[src/rtl/mul_issue_ctrl_pkg.sv]
// Shared definitions for the EX-to-multiplier issue controller: opcode
// encodings (shared with the shift-add multiplier), widths and state encoding.
package mul_issue_ctrl_pkg;

  localparam int unsigned XLEN_DEF        = 64;
  localparam int unsigned CYCLE_LIMIT_DEF = 72;
  localparam int unsigned CNT_W_DEF       = 7;
  localparam int unsigned OPF3_W          = 10;
  localparam int unsigned RD_W            = 5;

  // {opcode[6:0], funct3}
  localparam logic [OPF3_W-1:0] INST_MUL    = 10'b0110011000;
  localparam logic [OPF3_W-1:0] INST_MULH   = 10'b0110011001;
  localparam logic [OPF3_W-1:0] INST_MULHSU = 10'b0110011010;
  localparam logic [OPF3_W-1:0] INST_MULHU  = 10'b0110011011;
  localparam logic [OPF3_W-1:0] INST_MULW   = 10'b0111011000;

  typedef enum logic [1:0] {
    ST_IDLE = 2'd0,
    ST_RUN  = 2'd1,
    ST_DONE = 2'd2
  } state_e;

  function automatic logic is_mul_opcode(input logic [OPF3_W-1:0] op_f3);
    case (op_f3)
      INST_MUL, INST_MULH, INST_MULHSU, INST_MULHU, INST_MULW: return 1'b1;
      default:                                                  return 1'b0;
    endcase
  endfunction

endpackage

[src/rtl/mul_op_classify.sv]
// Combinational request classifier: supported M-extension multiply opcode,
// and zero-operand bypass (product is known to be zero without the multiplier).
module mul_op_classify
  import mul_issue_ctrl_pkg::*;
#(
  parameter int unsigned XLEN = XLEN_DEF
) (
  input  logic [OPF3_W-1:0] op_f3_i,
  input  logic [XLEN-1:0]   op1_i,
  input  logic [XLEN-1:0]   op2_i,
  output logic              is_mul_op_c,
  output logic              zero_bypass_c
);

  assign is_mul_op_c   = is_mul_opcode(op_f3_i);
  assign zero_bypass_c = (op1_i == '0) || (op2_i == '0);

endmodule

[src/rtl/mul_issue_ctrl.sv]
// Sequencing controller between EX and the iterative multiplier: accepts one
// request, runs the multiplier with a watchdog, and returns the product.
module mul_issue_ctrl
  import mul_issue_ctrl_pkg::*;
#(
  parameter int unsigned XLEN        = XLEN_DEF,
  parameter int unsigned CYCLE_LIMIT = CYCLE_LIMIT_DEF,
  parameter int unsigned CNT_W       = CNT_W_DEF
) (
  input  logic              clk,
  input  logic              rst,
  input  logic              req_valid,
  output logic              req_ready,
  input  logic [OPF3_W-1:0] req_op_f3,
  input  logic [XLEN-1:0]   req_op1,
  input  logic [XLEN-1:0]   req_op2,
  input  logic [RD_W-1:0]   req_rd,
  input  logic              flush,
  output logic              busy_o,
  output logic              resp_valid,
  input  logic              resp_ready,
  output logic [XLEN-1:0]   resp_data,
  output logic [RD_W-1:0]   resp_rd,
  output logic              resp_err,
  output logic              mul_start,
  output logic [OPF3_W-1:0] mul_op_f3,
  output logic [XLEN-1:0]   mul_op1,
  output logic [XLEN-1:0]   mul_op2,
  input  logic [XLEN-1:0]   mul_product,
  input  logic              mul_finish
);

  state_e              state_q, state_d;
  logic [CNT_W-1:0]    cnt_q, cnt_d;
  logic [OPF3_W-1:0]   op_f3_q, op_f3_d;
  logic [XLEN-1:0]     op1_q, op1_d;
  logic [XLEN-1:0]     op2_q, op2_d;
  logic [RD_W-1:0]     rd_q, rd_d;
  logic [XLEN-1:0]     resp_data_q, resp_data_d;
  logic                resp_err_q, resp_err_d;

  logic                is_mul_op_c;
  logic                zero_bypass_c;
  logic                accept_c;
  logic                finish_seen_c;
  logic                watchdog_c;

  mul_op_classify #(
    .XLEN (XLEN)
  ) u_classify (
    .op_f3_i       (req_op_f3),
    .op1_i         (req_op1),
    .op2_i         (req_op2),
    .is_mul_op_c   (is_mul_op_c),
    .zero_bypass_c (zero_bypass_c)
  );

  assign accept_c      = req_valid && req_ready;
  // The first RUN cycle is the multiplier's load cycle; a finish there is stale.
  assign finish_seen_c = mul_finish && (cnt_q != '0);
  assign watchdog_c    = (cnt_q == CNT_W'(CYCLE_LIMIT - 1));

  // State and datapath registers
  always_ff @(posedge clk) begin
    if (rst) begin
      state_q     <= ST_IDLE;
      cnt_q       <= '0;
      op_f3_q     <= '0;
      op1_q       <= '0;
      op2_q       <= '0;
      rd_q        <= '0;
      resp_data_q <= '0;
      resp_err_q  <= 1'b0;
    end else begin
      state_q     <= state_d;
      cnt_q       <= cnt_d;
      op_f3_q     <= op_f3_d;
      op1_q       <= op1_d;
      op2_q       <= op2_d;
      rd_q        <= rd_d;
      resp_data_q <= resp_data_d;
      resp_err_q  <= resp_err_d;
    end
  end

  // Next-state and datapath update
  always_comb begin
    state_d     = state_q;
    cnt_d       = cnt_q;
    op_f3_d     = op_f3_q;
    op1_d       = op1_q;
    op2_d       = op2_q;
    rd_d        = rd_q;
    resp_data_d = resp_data_q;
    resp_err_d  = resp_err_q;

    unique case (state_q)
      ST_IDLE: begin
        if (accept_c) begin
          op_f3_d = req_op_f3;
          op1_d   = req_op1;
          op2_d   = req_op2;
          rd_d    = req_rd;
          if (!is_mul_op_c) begin
            state_d     = ST_DONE;
            resp_data_d = '0;
            resp_err_d  = 1'b1;
          end else if (zero_bypass_c) begin
            state_d     = ST_DONE;
            resp_data_d = '0;
            resp_err_d  = 1'b0;
          end else begin
            state_d    = ST_RUN;
            cnt_d      = '0;
            resp_err_d = 1'b0;
          end
        end
      end

      ST_RUN: begin
        cnt_d = cnt_q + CNT_W'(1);
        // Flush outranks a finish arriving in the same cycle.
        if (flush) begin
          state_d = ST_IDLE;
        end else if (finish_seen_c) begin
          state_d     = ST_DONE;
          resp_data_d = mul_product;
          resp_err_d  = 1'b0;
        end else if (watchdog_c) begin
          state_d     = ST_DONE;
          resp_data_d = '0;
          resp_err_d  = 1'b1;
        end
      end

      ST_DONE: begin
        if (flush || resp_ready) begin
          state_d = ST_IDLE;
        end
      end

      default: begin
        state_d = ST_IDLE;
      end
    endcase
  end

  // Outputs are decodes of registered state or registered datapath values.
  assign req_ready  = (state_q == ST_IDLE) && !rst;
  assign busy_o     = (state_q != ST_IDLE);
  assign resp_valid = (state_q == ST_DONE);
  assign mul_start  = (state_q == ST_RUN);
  assign resp_data  = resp_data_q;
  assign resp_rd    = rd_q;
  assign resp_err   = resp_err_q;
  assign mul_op_f3  = op_f3_q;
  assign mul_op1    = op1_q;
  assign mul_op2    = op2_q;

endmodule

[config.mk]
export PLATFORM = sky130hd
export DESIGN_NAME = mul_issue_ctrl
export DESIGN_NICKNAME = d
export VERILOG_FILES = /design/src/rtl/mul_issue_ctrl_pkg.sv /design/src/rtl/mul_op_classify.sv /design/src/rtl/mul_issue_ctrl.sv
export SDC_FILE = /design/constraint.sdc
export NUM_CORES = 1
export LEC_CHECK = 0
export CAP_MARGIN = 10
export CORE_MARGIN = 4
export CORE_UTILIZATION = 25
export DETAILED_ROUTE_END_ITERATION = 8
export PLACE_DENSITY = 0.54
export SYNTH_ARGS = -nofsm -noshare
export SYNTH_HDL_FRONTEND = slang
export SYNTH_SLANG_ARGS = --single-unit
[constraint.sdc]
create_clock -name clk -period 2.4 [get_ports clk]
set_input_delay 0.6 -clock clk [delete_from_list [all_inputs] [get_ports clk]]
set_output_delay 0.6 -clock clk [all_outputs]
set_load 0.1 [all_outputs]
Word level (Yosys, flattened, before mapping)
Cells that the tools add are included.

$add $sub $neg: 1. Equal/unequal tests: 16. Mux-type cells: 26. Reductions and logical operators: 18.

Operators with widths (number): 2-to-1 mux 64 bit (6); zero test 64 bit (2); case mux 64 bit (2 select lines) (1); equality test 10 x 9 -> 1 bit (second input constant) (5); 2-to-1 mux 7 bit (3); 2-to-1 mux 2 bit (7); case mux 7 bit (2 select lines) (1); != test 2 bit (second input constant) (4); AND reduction 4 bit (2); adder 7 x 1 -> 7 bit (second input constant) (1); equality test 7 bit (second input constant) (1); nonzero test 7 bit (1); 2-to-1 mux 1 bit (6); case mux 2 bit (3 select lines) (1); AND reduction 5 bit (1); OR reduction 5 bit (1); != test 4 x 2 -> 1 bit (second input constant) (1); nonzero test 2 bit (2); logical AND 1 bit (3); != test 3 x 1 -> 1 bit (second input constant) (1); != test 3 x 2 -> 1 bit (second input constant) (1); AND reduction 3 bit (1); equality test 2 x 1 -> 1 bit (second input constant) (1); equality test 2 bit (second input constant) (1); 6 further kinds (7).

Register bits: 217. Bits of input ports: 213. Output and inout bits: 212. Word-level logic and storage cells: 69.

Logic depth before layout (Yosys ltp)
Gate-level depths: netlist of the first run.

Word-level depth: 6. Depth in mapped cells: 9.

Cells and area by module
From an unflattened synthesis of the first run, not the netlist that was laid out.

Cells, all modules: 1018. Area, all modules: 8888.5 µm².

By module, submodules not included: mul_issue_ctrl (instances 1, cells each 970, area each 8587.0 µm², sequential area each 4344.2 µm²); mul_op_classify (instances 1, cells each 48, area each 301.5 µm², sequential area each 0.0 µm²).

Worst setup path after synthesis of the first run
Ideal clock, no wire load.

Kind: in2out. Start point: in rst. End point: out req_ready. Data arrival time: 2.622 ns. Data required time: 1.800 ns. Path slack: -0.822 ns. Stages: 5. Buffers on the path: 4. Path through: buf_2 -> clkbuf_1 -> clkbuf_1 -> clkbuf_1 -> nor2_1.

Cells in the longest elaborated chain, start to end: 2.

Ends and longest elaborated chain: from (decl) (RTL line mul_issue_ctrl.sv:11) `input logic rst,`; zero test 1 bit (RTL line mul_issue_ctrl.sv:149) `assign req_ready = (state_q == ST_IDLE) && !rst;`; logical AND 1 bit (RTL line mul_issue_ctrl.sv:149); to (decl) (RTL line mul_issue_ctrl.sv:13) `output logic req_ready,`.

No other way between the ends.

Final worst setup path of the first run
Start point: in req_op1[19]. End point: reg cnt_q[6].

Cells in the longest elaborated chain, start to end: 4.

Ends and longest elaborated chain: from (decl) (RTL line mul_issue_ctrl.sv:15) `input logic [XLEN-1:0] req_op1,`; zero test 64 bit (RTL line mul_op_classify.sv:16) `assign zero_bypass_c = (op1_i == '0) || (op2_i == '0);`; logical OR 1 bit (RTL line mul_op_classify.sv:16); != test 2 bit (no source line); AND reduction 4 bit (no source line); to (signal assigned) (RTL line mul_issue_ctrl.sv:76) `cnt_q <= cnt_d;`; to (decl) (RTL line mul_issue_ctrl.sv:34) `logic [CNT_W-1:0] cnt_q, cnt_d;`.

No other way between the ends. A chain may end at the register's enable or synchronous reset.

==> results of run 1 <==
[routing by layer]
metal	vias up	track usage, %	share of wire [%]
met2	313	29.0	47
met5	-	0	0.030
met1	3797	20.3	42
li1	4217	-	-
met3	51	5.87	9.0
met4	2	5.06	2.4
[synthesized netlist by cell type, types with 2 or more instances]
master      n
nand2b_1  148
clkbuf_1   38
a22oi_1    64
nor3_1      2
nor2_1     71
a21oi_1     3
buf_2      27
nand3_1     3
nand4_1    10
or4_4       2
and3_1      2
buf_1       3
mux2i_1     5
nand2_1   156
ha_1        2
o21ai_1   119
dfxtp_1   217
o21ai_0    27
inv_1       5
nor4_1     33
nor2b_1     2
and2_1      3
[kinds of logic after synthesis]
kind of cell	after synthesis	share of synthesized area, %
adders and majority gates	2	0.303
buffers and inverters	73	3.73
AOI/OAI and AO/OA	223	16.2
and+or+nand+nor	436	26.5
muxes	5	0.607
DFF	217	52.7
[power breakdown]
part           internal, W  total, W  switching [W]  leakage (nW)
registers          0.00379   0.00390       0.000102          1.78
logic             0.000781   0.00269        0.00191          4.11
clock network      0.00259   0.00423        0.00164         0.466
[layout make-up]
class                   count  area [µm²]  area share, %
clock buffers              43         868           5.94
inverters                   5        18.8          0.128
well taps                 442         553           3.78
multi-input cells         666        4010           27.4
diodes                      5        12.5         0.0856
clock inverters             9        78.8          0.539
repair buffers            520        4730           32.4
flip-flops and latches    217        4340           29.7
[registers in the layout, indices dropped and copies added, names as in the netlist]
| register | flops |
|---|---|
| cnt_q | 7 |
| mul_op1 | 64 |
| state_q | 2 |
| mul_op_f3 | 10 |
| resp_err | 1 |
| mul_op2 | 64 |
| resp_rd | 5 |
| resp_data | 64 |
[worst max-delay path, delay by kind of cell]
kind,cells,cell delay [ns]
muxes,1,0.20
and+or+nand+nor,4,1.06
buffers and inverters,3,0.65
AOI/OAI and AO/OA,1,0.31
[worst paths after layout]
kind / to / slack, ns / depth (start not counted)
hold reg to reg: mul_op1[31]$_SDFFE_PP0P_ / 0.46 / 2
setup reg to reg: resp_data[31]$_SDFFE_PP0P_ / 0.27 / 8
setup / recovery: cnt_q[6]$_SDFFE_PP0P_ / 0.04 / 9
hold / removal: mul_op2[47]$_SDFFE_PP0P_ / 0.31 / 3
[stage by stage]
| stage | cell area [µm²] | cells | setup slack, ns |
|---|---|---|---|
| 5_1_grt | 14600 | 1907 | -0.0235 |
| 3_3_place_gp | 13100 | 1843 | -1.06 |
| 6_report | 14600 | 1907 | 0.0445 |
| 2_1_floorplan | 8260 | 956 | -0.369 |
| 3_5_place_dp | 13100 | 1843 | -1.07 |
| 4_1_cts | 14400 | 1902 | 0.00195 |
[repair_timing]
| item | CTS | global route |
|---|---|---|
| cloned | 4 | 0 |
| buffers inserted | 4 | 2 |
| pin swaps | 33 | 35 |
| setup endpoints to repair | 72 | 70 |
| resized for setup | 114 | 67 |
==> metrics.txt, run 1 <==
first-pass GRT wire length 49000 µm; vias in the first global route 8426; Power, Total 0.0108 W; clock latency at the later pin of the worst-skew pair 0.53 ns; Max VDD drop around 0.50 mV; core box area ~0.033 mm²; Worst slew margin 49.8%; # rows between 60 and 70; Mapped Avg Cell Area 8.63 µm²; Post-synth ARST share 0%; HPWL after detailed placement 23800 µm; most common cell after layout, fill and taps aside buf_4; worst hold start req_op2[47]; Mapped Area 0.00825 mm²; total routed wirelength 32900 µm; starting density of the core 25.4%; Worst EP arrival 2.82 ns; Root Buffer clkbuf_16; CP Class in2reg; total via count in the routed design 8380; max incr delay on CP 0.46 ns; WP data required ~2.9 ns; top cells by area, synth dfxtp_1, nand2b_1, o21ai_1; DRC violations left 0; Seq/Total Area, Yosys 52.7%; final period utilization 98.1%; Vias/cell 4.39; CTS Hold Bufs 0; Synth-to-Final Area Change 77.1%; Min Clock Period, post-route between 2 and 2.5 ns; Cell Chain, Critical Path dlygate4sd2_1 > nor4_2 > buf_4 > nand4_1 > buf_4 > or4_4 > a41o_4 > nand4_1 > mux2i_1; power density over the cells around 740 mW/mm²; clock-pin slew on the worst setup and hold paths about 0.06 ns; Die Ht 190 µm; Max Buffers Root-to-Sink 3; top-area cell type share of the netlist area 52.7%; die area 0.0360 mm²; Hold Slack 0.309 ns; Worst Setup SP req_op1[19]; Routed Antenna Nets 0; Syn. warnings 0; Final Net Count roughly 1700; Layout Utilization 44.9%; worst-path fanout max 7; Congestion Overflow GR 0; IO Pins 425; crit path launch type input pin; slowest CP cell or4_4; Pleak 6.35 nW; # H-tree levels 1; worst slew pin tran 0.754 ns; worst r2r src cnt_q[0]$_SDFFE_PP0P_; most frequent cells in the layout buf_4, dfxtp_1, nand2_1; largest net degree at the start of global routing between 150 and 200; status finished, final reports clean; # setup viols final 0; Final TNS setup 0 ns; Fillers 3298; largest area contributor in the netlist dfxtp_1; Mapped Nets 1171; Routed WL per cell 17.2 µm; EDFF count, synth 0; GR Util All Layers approximately 17%; GPL Wtd Cong 0.783; chip width 190 µm; DR iter-0 viols 288; total number of clock tree sinks approximately 220; fmax 425 MHz; antenna violations before repair 6; #FFs+latches synth 217; Final Max Tran Viols 0; ys flop type dfxtp_1; post-synth cell types 36; Post-Synthesis Cells 956; CTS Buf Count 28; hold crit path type in2reg; TritonCTS clock tree done; DRT Pass-1 Iters 4; layout cells sized above 1 29.5%; Setup crit end kind flop; Port Buffers about 420; # Max-Cap Violations 0; Fin. Hold Viols 0; Worst Skew 0.0100 ns
No activity file was read; power rests on OpenSTA's default activity.
==> run 2: changes to the inputs <==
--- a/config.mk
+++ b/config.mk
@@ -5,11 +5,12 @@
 export SDC_FILE = /design/constraint.sdc
 export NUM_CORES = 1
 export LEC_CHECK = 0
+export ABC_CLOCK_PERIOD_IN_PS = 2400
 export CAP_MARGIN = 10
 export CORE_MARGIN = 4
 export CORE_UTILIZATION = 25
 export DETAILED_ROUTE_END_ITERATION = 8
-export PLACE_DENSITY = 0.54
+export PLACE_DENSITY = 0.65
 export SYNTH_ARGS = -nofsm -noshare
 export SYNTH_HDL_FRONTEND = slang
 export SYNTH_SLANG_ARGS = --single-unit
==> metrics.txt, run 2 (synthesis gave the netlist of run 1 again) <==
Cell Chain, Critical Path clkdlybuf4s50_1 > nor4_1 > nand4_1 > or4_4 > a41o_4 > nand4_1 > mux2i_1; CTS Hold Bufs 0; Worst slew margin 45.0%; layout cells sized above 1 29.3%; Net Sw Frac 33.7%; Vias/cell 4.48; DRC violations left 0; Routed Antenna Nets 0; Root Buffer clkbuf_16; Fillers 3209; Max VDD drop 0.457 mV; Setup crit end kind flop; RSZ-0062 raised after global routing false; HPWL after detailed placement about 24000 µm; clock latency at the later pin of the worst-skew pair 0.52 ns; final period utilization 99.3%; Logic pwr share 25.5%; Top delay family on crit path simple AND/OR/NAND/NOR gates; Critical Path Most Common Cell nand4_1; total number of clock tree sinks around 220; crit path launch type input pin; Die Ht between 150 and 200 µm; Max Buffers Root-to-Sink 3; clock share of power ~38%; total via count in the routed design 8570; vias in the first global route 8667; status finished, final reports clean; # H-tree levels 1; # Max-Cap Violations 0; Synth-to-Final Area Change 75.7%; Fin. Hold Viols 0; DR iter-0 viols 340; WP data required 2.84 ns; CP Class in2reg; Min Clock Period, post-route 2.38 ns; Worst Skew about 0.0094 ns; total routed wirelength between 30000 and 40000 µm; Routed WL per cell 17.0 µm; Max Used Layer met4; Psw around 0.0036 W; slowest CP cell or4_4; WL met2 15300 µm; largest net degree at the start of global routing 98; antenna violations before repair 1; worst-path fanout max 7; Congestion Overflow GR 0; DRT Pass-1 Iters 6; # rows 66; power density over the cells 730 mW/mm²; Final Max Tran Viols 0; Final TNS setup 0 ns; Pleak 6.38 nW; hold crit path type in2reg; met3 WL 3030 µm; chip width 190 µm; fmax 420 MHz; max incr delay on CP 0.65 ns; internal power 0.00701 W; most frequent cells in the layout buf_4, dfxtp_1, nand2_1; first-pass GRT wire length 48600 µm; die area 0.0360 mm²; GR Util All Layers 16.7%; area post-placement 0.0131 mm²; Final Net Count 1667; Crit path buffers/inverters 1; starting density of the core 25.4%; Port Buffers between 400 and 500; Worst EP arrival 2.82 ns; # setup viols final 0; TritonCTS clock tree done; CTS Buf Count 27; GPL Wtd Cong 0.862; Metal-1 WL ~13000 µm; clock-pin slew on the worst setup and hold paths around 0.050 ns; Flop pwr share 36.9%; most common cell after layout, fill and taps aside buf_4; core box area 0.0325 mm²; fin area 0.0145 mm²; IO Pins 425; worst slew pin tran ~0.83 ns
-- run 2: changes by cell type in the layout (fill, tap and decap cells not counted), moves of 3 or more --
cell,previous run,this run
clkdlybuf4s50_1,114,96
a22oi_1,41,57
a22oi_2,23,7
buf_4,292,307
dlygate4sd2_1,39,50
clkbuf_2,4,13
diode_2,5,1
nor4_2,25,21
clkbuf_8,9,6
clkinv_2,5,8
nor4_4,6,9
-- run 2: routing by layer --
layer	global-route usage [%]	vias up
li1	-	4240
met1	20.3	3916
met2	28.3	359
met3	5.38	55
met4	5.04	0
met5	0	-
-- run 2: path summary, 6_finish.rpt --
check	start	endpoint	slack, ns	depth (start not counted)
max reg2reg	cnt_q[0]$_SDFFE_PP0P_	resp_data[54]$_SDFFE_PP0P_	0.24	8
min reg2reg	resp_err$_SDFFE_PP0P_	resp_err$_SDFFE_PP0P_	0.46	2
min	req_op2[47]	mul_op2[47]$_SDFFE_PP0P_	0.31	3
max	req_op2[59]	cnt_q[6]$_SDFFE_PP0P_	0.02	7
-- run 2: final cells by class --
class	instances	area, µm²	area share, %
repair buffers	534	4730	32.7
well taps	442	553	3.82
diodes	1	2.50	0.0173
flip-flops and latches	217	4340	30.0
multi-input cells	667	3970	27.4
clock buffers	36	769	5.31
clock inverters	10	100	0.691
inverters	5	18.8	0.130
-- run 2: what timing repair did --
item | 4_1_cts | 5_1_grt
setup endpoints to repair | 72 | 70
resized for setup | 100 | 100
cloned | 4 | 0
setup buffers | 1 | 2
pin swaps | 24 | 35
hold endpoints to repair | 0 | 0
-- run 2: power groups by stage --
stage / Sequential [W] / Combinational, W / Clock [W]
2_1_floorplan: 0.00531 / 0.000373 / 0
3_3_place_gp: 0.00397 / 0.00268 / 0
3_5_place_dp: 0.00397 / 0.00269 / 0
4_1_cts: 0.00390 / 0.00271 / 0.00411
5_1_grt: 0.00392 / 0.00281 / 0.00424
6_report: 0.00390 / 0.00270 / 0.00398
-- run 2: tightest hold or removal path, cell delays in order --
cell and delay, ns:
clkbuf_2 0.10, nand2_1 0.05, o21ai_1 0.05
-- run 2: through the flow --
| stage | utilization (%) | hold WS [ns] | instances | power, W | setup slack, ns |
|---|---|---|---|---|---|
| 6_report | 44.5 | 0.313 | 1912 | 0.0106 | 0.0170 |
| 5_1_grt | 44.5 | 0.316 | 1912 | 0.0110 | 0.00124 |
| 4_1_cts | 43.8 | 0.409 | 1909 | 0.0107 | -0.00268 |
| 3_5_place_dp | 40.4 | 0.453 | 1858 | 0.00666 | -0.979 |
| 3_3_place_gp | 40.4 | 0.450 | 1858 | 0.00664 | -1.02 |
| 2_1_floorplan | - | 0.454 | 956 | 0.00568 | -0.369 |
